**config.mk**
```make
export PLATFORM = sky130hd
export DESIGN_NAME = accum_alu_flat
export DESIGN_NICKNAME = d
export VERILOG_FILES = /design/src/rtl/accum_alu_pkg.sv /design/src/rtl/accum_alu_if.sv /design/src/rtl/accum_alu_mult.sv /design/src/rtl/accum_alu.sv /design/src/flat_wrapper.sv
export SDC_FILE = /design/constraint.sdc
export NUM_CORES = 1
export LEC_CHECK = 0
export ABC_CLOCK_PERIOD_IN_PS = 4450
export CAP_MARGIN = 15
export CORE_UTILIZATION = 50
export CTS_BUF_LIST = sky130_fd_sc_hd__clkbuf_8
export DETAILED_ROUTE_END_ITERATION = 7
export PLACE_DENSITY = 0.81
export SYNTH_ARGS = -nofsm -noshare
export SYNTH_HDL_FRONTEND = slang
export SYNTH_SLANG_ARGS = --single-unit
```
**constraint.sdc**
```tcl
create_clock -name clk -period 4.45 [get_ports clk]
set_clock_uncertainty 0.05 [all_clocks]
set_input_delay 0.89 -clock clk [delete_from_list [all_inputs] [get_ports clk]]
set_output_delay 0.89 -clock clk [all_outputs]
set_load 0.1 [all_outputs]
```
**src/rtl/accum_alu_pkg.sv**
```systemverilog
// Shared encodings for the accumulator ALU: FSM states, opcodes and the
// saturation-direction helper.
package alu_pkg;

    typedef enum logic [1:0] {
        ST_OFF   = 2'b00,
        ST_READY = 2'b01,
        ST_RUN   = 2'b10,
        ST_ERROR = 2'b11
    } state_e;

    typedef enum logic [2:0] {
        OP_AND  = 3'b000,
        OP_OR   = 3'b001,
        OP_XOR  = 3'b010,
        OP_NOT  = 3'b011,
        OP_ADD  = 3'b100,
        OP_SUB  = 3'b101,
        OP_MUL  = 3'b110,
        OP_LOAD = 3'b111
    } op_e;

    // Overflowing ADD/MUL clamp to all-ones; SUB underflow clamps to zero.
    function automatic logic sat_to_ones(op_e op);
        return (op == OP_ADD) || (op == OP_MUL);
    endfunction

endpackage

```
**src/rtl/accum_alu_if.sv**
```systemverilog
// Operand/result handshake bundle between the operand source and accum_alu.
interface accum_alu_if #(
    parameter int unsigned WIDTH = 8
);
    logic             in_valid;
    logic             in_ready;
    logic [2:0]       op;
    logic             use_acc;
    logic [WIDTH-1:0] a_in;
    logic [WIDTH-1:0] b_in;
    logic [WIDTH-1:0] result;
    logic             out_valid;
    logic             overflow;
    logic [1:0]       state;

    modport master (
        output in_valid, op, use_acc, a_in, b_in,
        input  in_ready, result, out_valid, overflow, state
    );

    modport slave (
        input  in_valid, op, use_acc, a_in, b_in,
        output in_ready, result, out_valid, overflow, state
    );
endinterface

```
**src/rtl/accum_alu_mult.sv**
```systemverilog
// Iterative shift-add multiplier: one multiplier bit per cycle, WIDTH cycles,
// full 2*WIDTH-bit product presented combinationally alongside done_o.
module seq_mult #(
    parameter int unsigned WIDTH = 8
) (
    input  logic               clk,
    input  logic               rst,
    input  logic               start_i,
    input  logic [WIDTH-1:0]   a_i,
    input  logic [WIDTH-1:0]   b_i,
    output logic               busy_o,
    output logic               done_o,
    output logic [2*WIDTH-1:0] product_o
);
    localparam int unsigned CW = $clog2(WIDTH) + 1;

    logic [2*WIDTH-1:0] mcand_q, mcand_d;
    logic [WIDTH-1:0]   mplier_q, mplier_d;
    logic [2*WIDTH-1:0] prod_q, prod_d;
    logic [CW-1:0]      cnt_q, cnt_d;
    logic               busy_q, busy_d;
    logic [2*WIDTH-1:0] step_sum;
    logic               last_step;

    assign step_sum  = prod_q + (mplier_q[0] ? mcand_q : '0);
    assign last_step = (cnt_q == CW'(WIDTH - 1));

    always_comb begin
        mcand_d  = mcand_q;
        mplier_d = mplier_q;
        prod_d   = prod_q;
        cnt_d    = cnt_q;
        busy_d   = busy_q;
        if (start_i) begin
            mcand_d  = {{WIDTH{1'b0}}, a_i};
            mplier_d = b_i;
            prod_d   = '0;
            cnt_d    = '0;
            busy_d   = 1'b1;
        end else if (busy_q) begin
            prod_d   = step_sum;
            mcand_d  = mcand_q << 1;
            mplier_d = mplier_q >> 1;
            cnt_d    = cnt_q + CW'(1);
            if (last_step) begin
                busy_d = 1'b0;
            end
        end
    end

    always_ff @(posedge clk) begin
        if (rst) begin
            mcand_q  <= '0;
            mplier_q <= '0;
            prod_q   <= '0;
            cnt_q    <= '0;
            busy_q   <= 1'b0;
        end else begin
            mcand_q  <= mcand_d;
            mplier_q <= mplier_d;
            prod_q   <= prod_d;
            cnt_q    <= cnt_d;
            busy_q   <= busy_d;
        end
    end

    // The final partial sum is the product, so the last RUN edge can commit it.
    assign busy_o    = busy_q;
    assign done_o    = busy_q && last_step;
    assign product_o = step_sum;

endmodule

```
**src/rtl/accum_alu.sv**
```systemverilog
// Handshaked WIDTH-bit accumulator ALU with OFF/READY/RUN/ERROR control,
// single-cycle logic/add/sub and an iterative multiplier.
module accum_alu
    import alu_pkg::*;
#(
    parameter int unsigned WIDTH    = 8,
    parameter int unsigned SATURATE = 0
) (
    input  logic      clk,
    input  logic      rst,
    input  logic      on,
    accum_alu_if.slave bus
);
    state_e             state_q, state_d;
    logic [WIDTH-1:0]   acc_q, acc_d;
    logic               out_valid_q, out_valid_d;
    logic               overflow_q, overflow_d;

    op_e                op_in;
    logic [WIDTH-1:0]   a_sel;
    logic [WIDTH:0]     add_w;
    logic [WIDTH-1:0]   alu_raw, alu_res;
    logic               alu_ovf;

    logic               mult_start, mult_busy, mult_done;
    logic [2*WIDTH-1:0] mult_prod;
    logic               mul_ovf;
    logic [WIDTH-1:0]   mul_res;

    assign op_in = op_e'(bus.op);
    assign a_sel = bus.use_acc ? acc_q : bus.a_in;
    assign add_w = {1'b0, a_sel} + {1'b0, bus.b_in};

    always_comb begin
        alu_raw = '0;
        alu_ovf = 1'b0;
        case (op_in)
            OP_AND:  alu_raw = a_sel & bus.b_in;
            OP_OR:   alu_raw = a_sel | bus.b_in;
            OP_XOR:  alu_raw = a_sel ^ bus.b_in;
            OP_NOT:  alu_raw = ~a_sel;
            OP_ADD: begin
                alu_raw = add_w[WIDTH-1:0];
                alu_ovf = add_w[WIDTH];
            end
            OP_SUB: begin
                alu_raw = a_sel - bus.b_in;
                alu_ovf = (a_sel < bus.b_in);
            end
            OP_LOAD: alu_raw = bus.b_in;
            default: alu_raw = '0;
        endcase
        alu_res = alu_raw;
        if ((SATURATE != 0) && alu_ovf) begin
            alu_res = sat_to_ones(op_in) ? '1 : '0;
        end
    end

    seq_mult #(.WIDTH(WIDTH)) u_mult (
        .clk       (clk),
        .rst       (rst),
        .start_i   (mult_start),
        .a_i       (a_sel),
        .b_i       (bus.b_in),
        .busy_o    (mult_busy),
        .done_o    (mult_done),
        .product_o (mult_prod)
    );

    assign mul_ovf = |mult_prod[2*WIDTH-1:WIDTH];
    assign mul_res = ((SATURATE != 0) && mul_ovf) ? '1 : mult_prod[WIDTH-1:0];

    always_comb begin
        state_d     = state_q;
        acc_d       = acc_q;
        out_valid_d = 1'b0;
        overflow_d  = 1'b0;
        mult_start  = 1'b0;
        case (state_q)
            ST_OFF: begin
                if (on) state_d = ST_READY;
            end
            ST_READY: begin
                if (!on) begin
                    state_d = ST_OFF;
                end else if (bus.in_valid) begin
                    if (op_in == OP_MUL) begin
                        mult_start = 1'b1;
                        state_d    = ST_RUN;
                    end else begin
                        acc_d       = alu_res;
                        out_valid_d = 1'b1;
                        overflow_d  = alu_ovf;
                        state_d     = alu_ovf ? ST_ERROR : ST_READY;
                    end
                end
            end
            ST_RUN: begin
                if (mult_done) begin
                    acc_d       = mul_res;
                    out_valid_d = 1'b1;
                    overflow_d  = mul_ovf;
                    state_d     = mul_ovf ? ST_ERROR : ST_READY;
                end else if (!mult_busy) begin
                    state_d = ST_READY;
                end
            end
            ST_ERROR: state_d = ST_READY;
            default:  state_d = ST_OFF;
        endcase
    end

    always_ff @(posedge clk) begin
        if (rst) begin
            state_q     <= ST_OFF;
            acc_q       <= '0;
            out_valid_q <= 1'b0;
            overflow_q  <= 1'b0;
        end else begin
            state_q     <= state_d;
            acc_q       <= acc_d;
            out_valid_q <= out_valid_d;
            overflow_q  <= overflow_d;
        end
    end

    // Ready is gated by on so a power-down never looks like an accept.
    assign bus.in_ready  = (state_q == ST_READY) && on;
    assign bus.result    = acc_q;
    assign bus.out_valid = out_valid_q;
    assign bus.overflow  = overflow_q;
    assign bus.state     = state_q;

endmodule

```
**src/flat_wrapper.sv**
```systemverilog
// flat-port wrapper written by rule: the top's interface ports become plain ports
module accum_alu_flat import alu_pkg::*;
#(
    parameter int unsigned WIDTH    = 8,
    parameter int unsigned SATURATE = 0
)
  (clk, rst, on, bus_in_valid, bus_op, bus_use_acc, bus_a_in, bus_b_in, bus_in_ready, bus_result, bus_out_valid, bus_overflow, bus_state);
  accum_alu_if #(.WIDTH(WIDTH)) bus_i ();
  input  logic clk;
  input  logic rst;
  input  logic on;
  input wire logic [$bits(bus_i.in_valid)-1:0] bus_in_valid;
  input wire logic [$bits(bus_i.op)-1:0] bus_op;
  input wire logic [$bits(bus_i.use_acc)-1:0] bus_use_acc;
  input wire logic [$bits(bus_i.a_in)-1:0] bus_a_in;
  input wire logic [$bits(bus_i.b_in)-1:0] bus_b_in;
  output wire logic [$bits(bus_i.in_ready)-1:0] bus_in_ready;
  output wire logic [$bits(bus_i.result)-1:0] bus_result;
  output wire logic [$bits(bus_i.out_valid)-1:0] bus_out_valid;
  output wire logic [$bits(bus_i.overflow)-1:0] bus_overflow;
  output wire logic [$bits(bus_i.state)-1:0] bus_state;
  assign bus_i.in_valid = bus_in_valid;
  assign bus_i.op = bus_op;
  assign bus_i.use_acc = bus_use_acc;
  assign bus_i.a_in = bus_a_in;
  assign bus_i.b_in = bus_b_in;
  assign bus_in_ready = bus_i.in_ready;
  assign bus_result = bus_i.result;
  assign bus_out_valid = bus_i.out_valid;
  assign bus_overflow = bus_i.overflow;
  assign bus_state = bus_i.state;
  accum_alu #(.WIDTH(WIDTH), .SATURATE(SATURATE)) u_core (.clk(clk), .rst(rst), .on(on), .bus(bus_i));
endmodule
```
### Word-level counts from Yosys, hierarchy flattened

Cells that the tools add are included.

* register bits after elaboration: 57
* latch bits: 0
* memory bits (writable): 0
* ROM bits: 0
* output and inout port bits: 13
* logic and storage cells: 86
* memories: 0

* add/subtract/negate cells: 4
* multiply operators: 0
* divide/modulo/power cells: 0
* magnitude comparators: 1
* eq/ne operators: 18
* shift-type cells: 0
* mux-type cells: 39
* bitwise operators: 4
* reduce and logical (&&, ||, !) cells: 10

Operators by type and width (count)
* $mux 8: 9
* $pmux 8 s7: 1
* $add 16x16->16: 1
* $mux 16: 1
* $mux 2: 8
* $pmux 8 s2: 1
* $mux 1: 15
* $eq 3x3->1 const B: 4
* $add 8x8->9: 1
* $and 8x8->8: 1
* $lt 8x8->1: 1
* $ne 2x2->1 const B: 4
* $not 8->8: 1
* $or 8x8->8: 1
* $pmux 2 s4: 1
* $reduce_or 8->1: 1
* $sub 8x8->8: 1
* $xor 8x8->8: 1
* $eq 3x2->1 const B: 2
* $pmux 1 s2: 3
* $reduce_and 5->1: 1
* $add 4x1->4 const B: 1
* $eq 2x2->1 const B: 2
* $eq 4x3->1 const B: 1
* 11 further kinds: 13

### Longest topological paths before layout

* depth in word-level cells: 8
* gate-level depth with buffers: 13
* mapped depth without buffers: 12

### Hierarchy

From an unflattened synthesis, not the netlist that was laid out.

* cells, all modules: 611
* area, all modules: 4895.9 µm²

Modules (own cells, without submodules)
* seq_mult: instances 1, cells an instance 319, area each 2648.8 µm², sequential area each 900.9 µm²
* accum_alu: instances 1, cells an instance 292, area each 2247.2 µm², sequential area each 240.2 µm²

### Least setup slack after synthesis

OpenSTA, ideal clock, no wires.

* path type: input to register
* start: in bus_use_acc
* end: reg u_core.acc_q[6], in the netlist u_core.bus.result[6]
* setup time: 0.086 ns
* data arrival time: 3.497 ns
* setup slack: 0.817 ns
* stages on the path: 13
* cell sequence: clkbuf_1 > mux2_2 > ha_1 > inv_1 > fa_1 > nor2b_1 > o21a_1 > o21ai_0 > a21oi_1 > or3_1 > and3_1 > o41a_1 > a211oi_1

* cells in the longest elaborated chain, start to end: 7
* elaborated cells on any way between the ends: 12

RTL lines
* start: declaration: RTL line flat_wrapper.sv:14 `input wire logic [$bits(bus_i.use_acc)-1:0] bus_use_acc;`
* $mux 8 (*): RTL line accum_alu.sv:31 `assign a_sel = bus.use_acc ? acc_q : bus.a_in;`
* $sub 8x8->8, or another cell as far along: RTL line accum_alu.sv:47 `alu_raw = a_sel - bus.b_in;`
* $pmux 8 s7 (*): RTL line accum_alu.sv:37 `case (op_in)`
* $mux 8 (*): RTL line accum_alu.sv:87 `if (op_in == OP_MUL) begin`
* $mux 8 (*): RTL line accum_alu.sv:86 `end else if (bus.in_valid) begin`
* $mux 8 (*): RTL line accum_alu.sv:84 `if (!on) begin`
* $pmux 8 s2 (*): RTL line accum_alu.sv:79 `case (state_q)`
* end signal: assignment: RTL line accum_alu.sv:116 `acc_q <= '0;`
* end signal: assignment: RTL line accum_alu.sv:121 `acc_q <= acc_d;`
* end: declaration: RTL line accum_alu.sv:15 `logic [WIDTH-1:0] acc_q, acc_d;`

Mark *: on every way between the ends. The rest lies on a longest branch, timed or not. The select of a mux whose other input is x is not followed.
A chain may end at the register's enable or synchronous reset.

### Worst setup path in the final report

Same ends and word-level chain as after synthesis.

==> results.json <==
{
  "status": "finished, final reports clean",
  "antenna_left": 0,
  "finalNonFillerCells": 688,
  "ir_drop_v": 0.000244,
  "clk_path_buf_depth": 2,
  "setup_viol_count_final": 0,
  "critical_path_class": "input pin to register",
  "power_frac_seq_pct": 38.3,
  "cp_cell_sequence": "clkdlybuf4s50_1, mux2_2, ha_1, inv_1, fa_1, nor2b_1, o21a_1, o21ai_0, a21oi_1, or3_1, and3_1, o41a_1, a211oi_1",
  "synth_seq_cells": 57,
  "pwr-share-clk_pct": 40.1,
  "critPathSlowestCell": "clkdlybuf4s50_1",
  "numPlacedInstances": 672,
  "grt_remaining_overflow": 0,
  "hold_viol_final": 0,
  "grt_pass1_vias": 3801,
  "grt_usage_pct": 24.3,
  "worst_pin_slew_ps": 1230,
  "synthFlopType": "dfxtp_1",
  "powerDensity_nw_per_um2": 264,
  "fp.dieW_um": 97.3,
  "slew-limit-headroom_pct": 18.0,
  "clock_sinks": 57,
  "worstHoldStart": "u_core.u_mult.prod_q[8]",
  "slew_violations": 0,
  "path_clk_slew_ps": 70,
  "drive_above_1_share_pct": 7.76,
  "async_flop_share_pct": 0,
  "postCtsSetupBuffers": 0,
  "reg2reg_slack_ps": 1050,
  "crit_fanout": 4,
  "min_to": "u_core.u_mult.prod_q[8]",
  "r2r_end": "u_core.bus.overflow",
  "rr_startpoint": "u_core.u_mult.mplier_q[0]",
  "arrival_ps": 4110,
  "yosysWarnings": 0,
  "cp-startpoint": "bus_use_acc",
  "cp_num_buf_inv": 2,
  "port_buffers": 36,
  "final_common_cell": "nor2_1",
  "synthesis.nets": 625,
  "hold_slack_ps": 428,
  "min_path_type": "register to register",
  "slowest_delay_ps": 690,
  "coreArea_sq_um": 8760,
  "worst_setup_path_start_kind": "input pin",
  "postCtsResizedCells": 0,
  "syn_inst": 554,
  "wl_mm": 11.1,
  "clk_latency_ps": 360,
  "start_util_pct": 51.9,
  "io_pins": 37,
  "drc": 0,
  "rsz0062_at_grt": "false",
  "min_period_over_period_pct": 87.5,
  "drtIter0Drc": 294,
  "grt_max_degree": 50,
  "die_area_sq_um": 9470,
  "min_period_ps": 3890,
  "ys_types": 55,
  "final_cell_mix": "nor2_1, dfxtp_1, ha_1",
  "tritoncts": "yes",
  "syn_to_final_growth_pct": 14.1,
  "combPwrFrac_pct": 21.5,
  "final_util_pct": 59.2,
  "synth-edff-count": 0,
  "vias": 4083,
  "finalSetupTns_ps": 0,
  "firstDrtPassIters": 8,
  "place.gp.congestion": 0.943,
  "cts-root-buf": "clkbuf_8",
  "crit_required_ps": 4660,
  "cts_buffers": 9,
  "p_leak_nw": 2.10,
  "cap_viol_max_count": 0,
  "swShare_pct": 29.9,
  "critPathTopFamily": "compound AO/OA/AOI/OAI gates",
  "max_freq_mhz": 257,
  "via_per_inst": 5.93,
  "htreeDepth": 3,
  "internal_power_uw": 959,
  "post_drt_wl_per_cell_um": 16.1,
  "synth.avg_cell_area_sq_um": 8.20,
  "rows": 34,
  "n_antenna_cell": 0,
  "grt_pass1_wl_mm": 18.6,
  "worstHoldPathCells": 2,
  "p_sw_uw": 409,
  "dp_hpwl_mm": 8.24,
  "nNetsFinal": 646,
  "reg2reg_depth": 11,
  "crit_path_end_kind": "register",
  "ctsHoldBuffers": 0,
  "synth_area_sq_um": 4540,
  "die_h_um": 97.3,
  "antenna_found_initial": 0,
  "ys_seq_area_share_pct": 25.1
}
## through the flow
step	instance area, sq um	worst slack [ps]	total power, mW
after global placement	4960	275	0.821
after CTS	5180	610	1.37
after floorplan	4540	817	0.745
after detailed placement	4960	244	0.826
after global routing	5180	424	1.42
final	5180	556	1.37
## power groups by stage
stage / combinational [mW] / clock, mW / sequential (mW)
floorplan: 0.170 / 0 / 0.575
global placement: 0.285 / 0 / 0.536
detailed placement: 0.290 / 0 / 0.536
CTS: 0.292 / 0.554 / 0.525
global route: 0.320 / 0.578 / 0.525
finish: 0.295 / 0.549 / 0.525
## cells by family (layout without fill, tap and decap cells)
kind of cell	Yosys count	after routing	share of synthesized area, %
DFF	57	57	25.1
adders and majority gates	47	47	13.4
muxes	52	52	12.5
AOI/OAI and AO/OA	142	142	21.8
xor gates and xnor gates	20	20	3.85
buffers and inverters	68	94	5.78
and+or+nand+nor	168	168	17.5
## synth_stat cells (7+ instances only)
master | n | area share [%]
dfxtp_1 | 57 | 25
inv_1 | 34 | 2.8
nand3_1 | 14 | 1.5
mux2i_1 | 41 | 9.0
nor3_1 | 7 | 0.77
clkbuf_1 | 28 | 2.3
nand2b_1 | 11 | 1.5
nand2_1 | 29 | 2.4
o21ai_0 | 20 | 2.2
mux2_2 | 8 | 2.0
a21oi_1 | 32 | 3.5
and2_1 | 16 | 2.2
ha_1 | 44 | 12
nor2_1 | 70 | 5.8
xnor2_1 | 14 | 2.7
a211oi_1 | 24 | 4.0
o211ai_1 | 7 | 1.2
a21o_1 | 7 | 1.2
## worst min-delay path: cells and delay by family, from the launching register on
family,cells,cell delay [ps]
AOI/OAI and AO/OA,1,60
DFF,1,310
and+or+nand+nor,1,60
## cell type report
class	instances	area, sq um
clock buffer	10	138
clock inverter	6	82.6
fill	775	3580
inverter	34	128
multi-input combinational	429	3140
sequential	57	1140
tap	108	135
timing repair buffer	44	418
## state kept, by name (all words and copies together) (netlist names)
signal	flops
u_core.bus.state	2
u_core.bus.out_valid	1
u_core.u_mult.mcand_q	16
u_core.u_mult.mplier_q	8
u_core.bus.result	8
u_core.bus.overflow	1
u_core.u_mult.prod_q	16
u_core.u_mult.cnt_q	4
u_core.u_mult.busy_o	1
## how the worst max path moves through the flow
stage / endpoint / slack (ps) / cells past startpoint
detailed placement: u_core.bus.result[7] / 240 / 12
finish: u_core.bus.result[6] / 560 / 13
floorplan: u_core.bus.result[6] / 820 / 13
global route: u_core.bus.result[7] / 420 / 12
CTS: u_core.bus.result[6] / 610 / 13
global placement: u_core.bus.result[7] / 280 / 12
## per-layer routing
layer | track usage [%] | up-vias | part of all wire, %
met5 | 0 | - | 0
met4 | 6.56 | 0 | 1.5
met3 | 5.40 | 18 | 5.1
met2 | 39.0 | 121 | 47
met1 | 32.9 | 1922 | 46
li1 | - | 2022 | -
No activity file was read; power rests on OpenSTA's default activity.
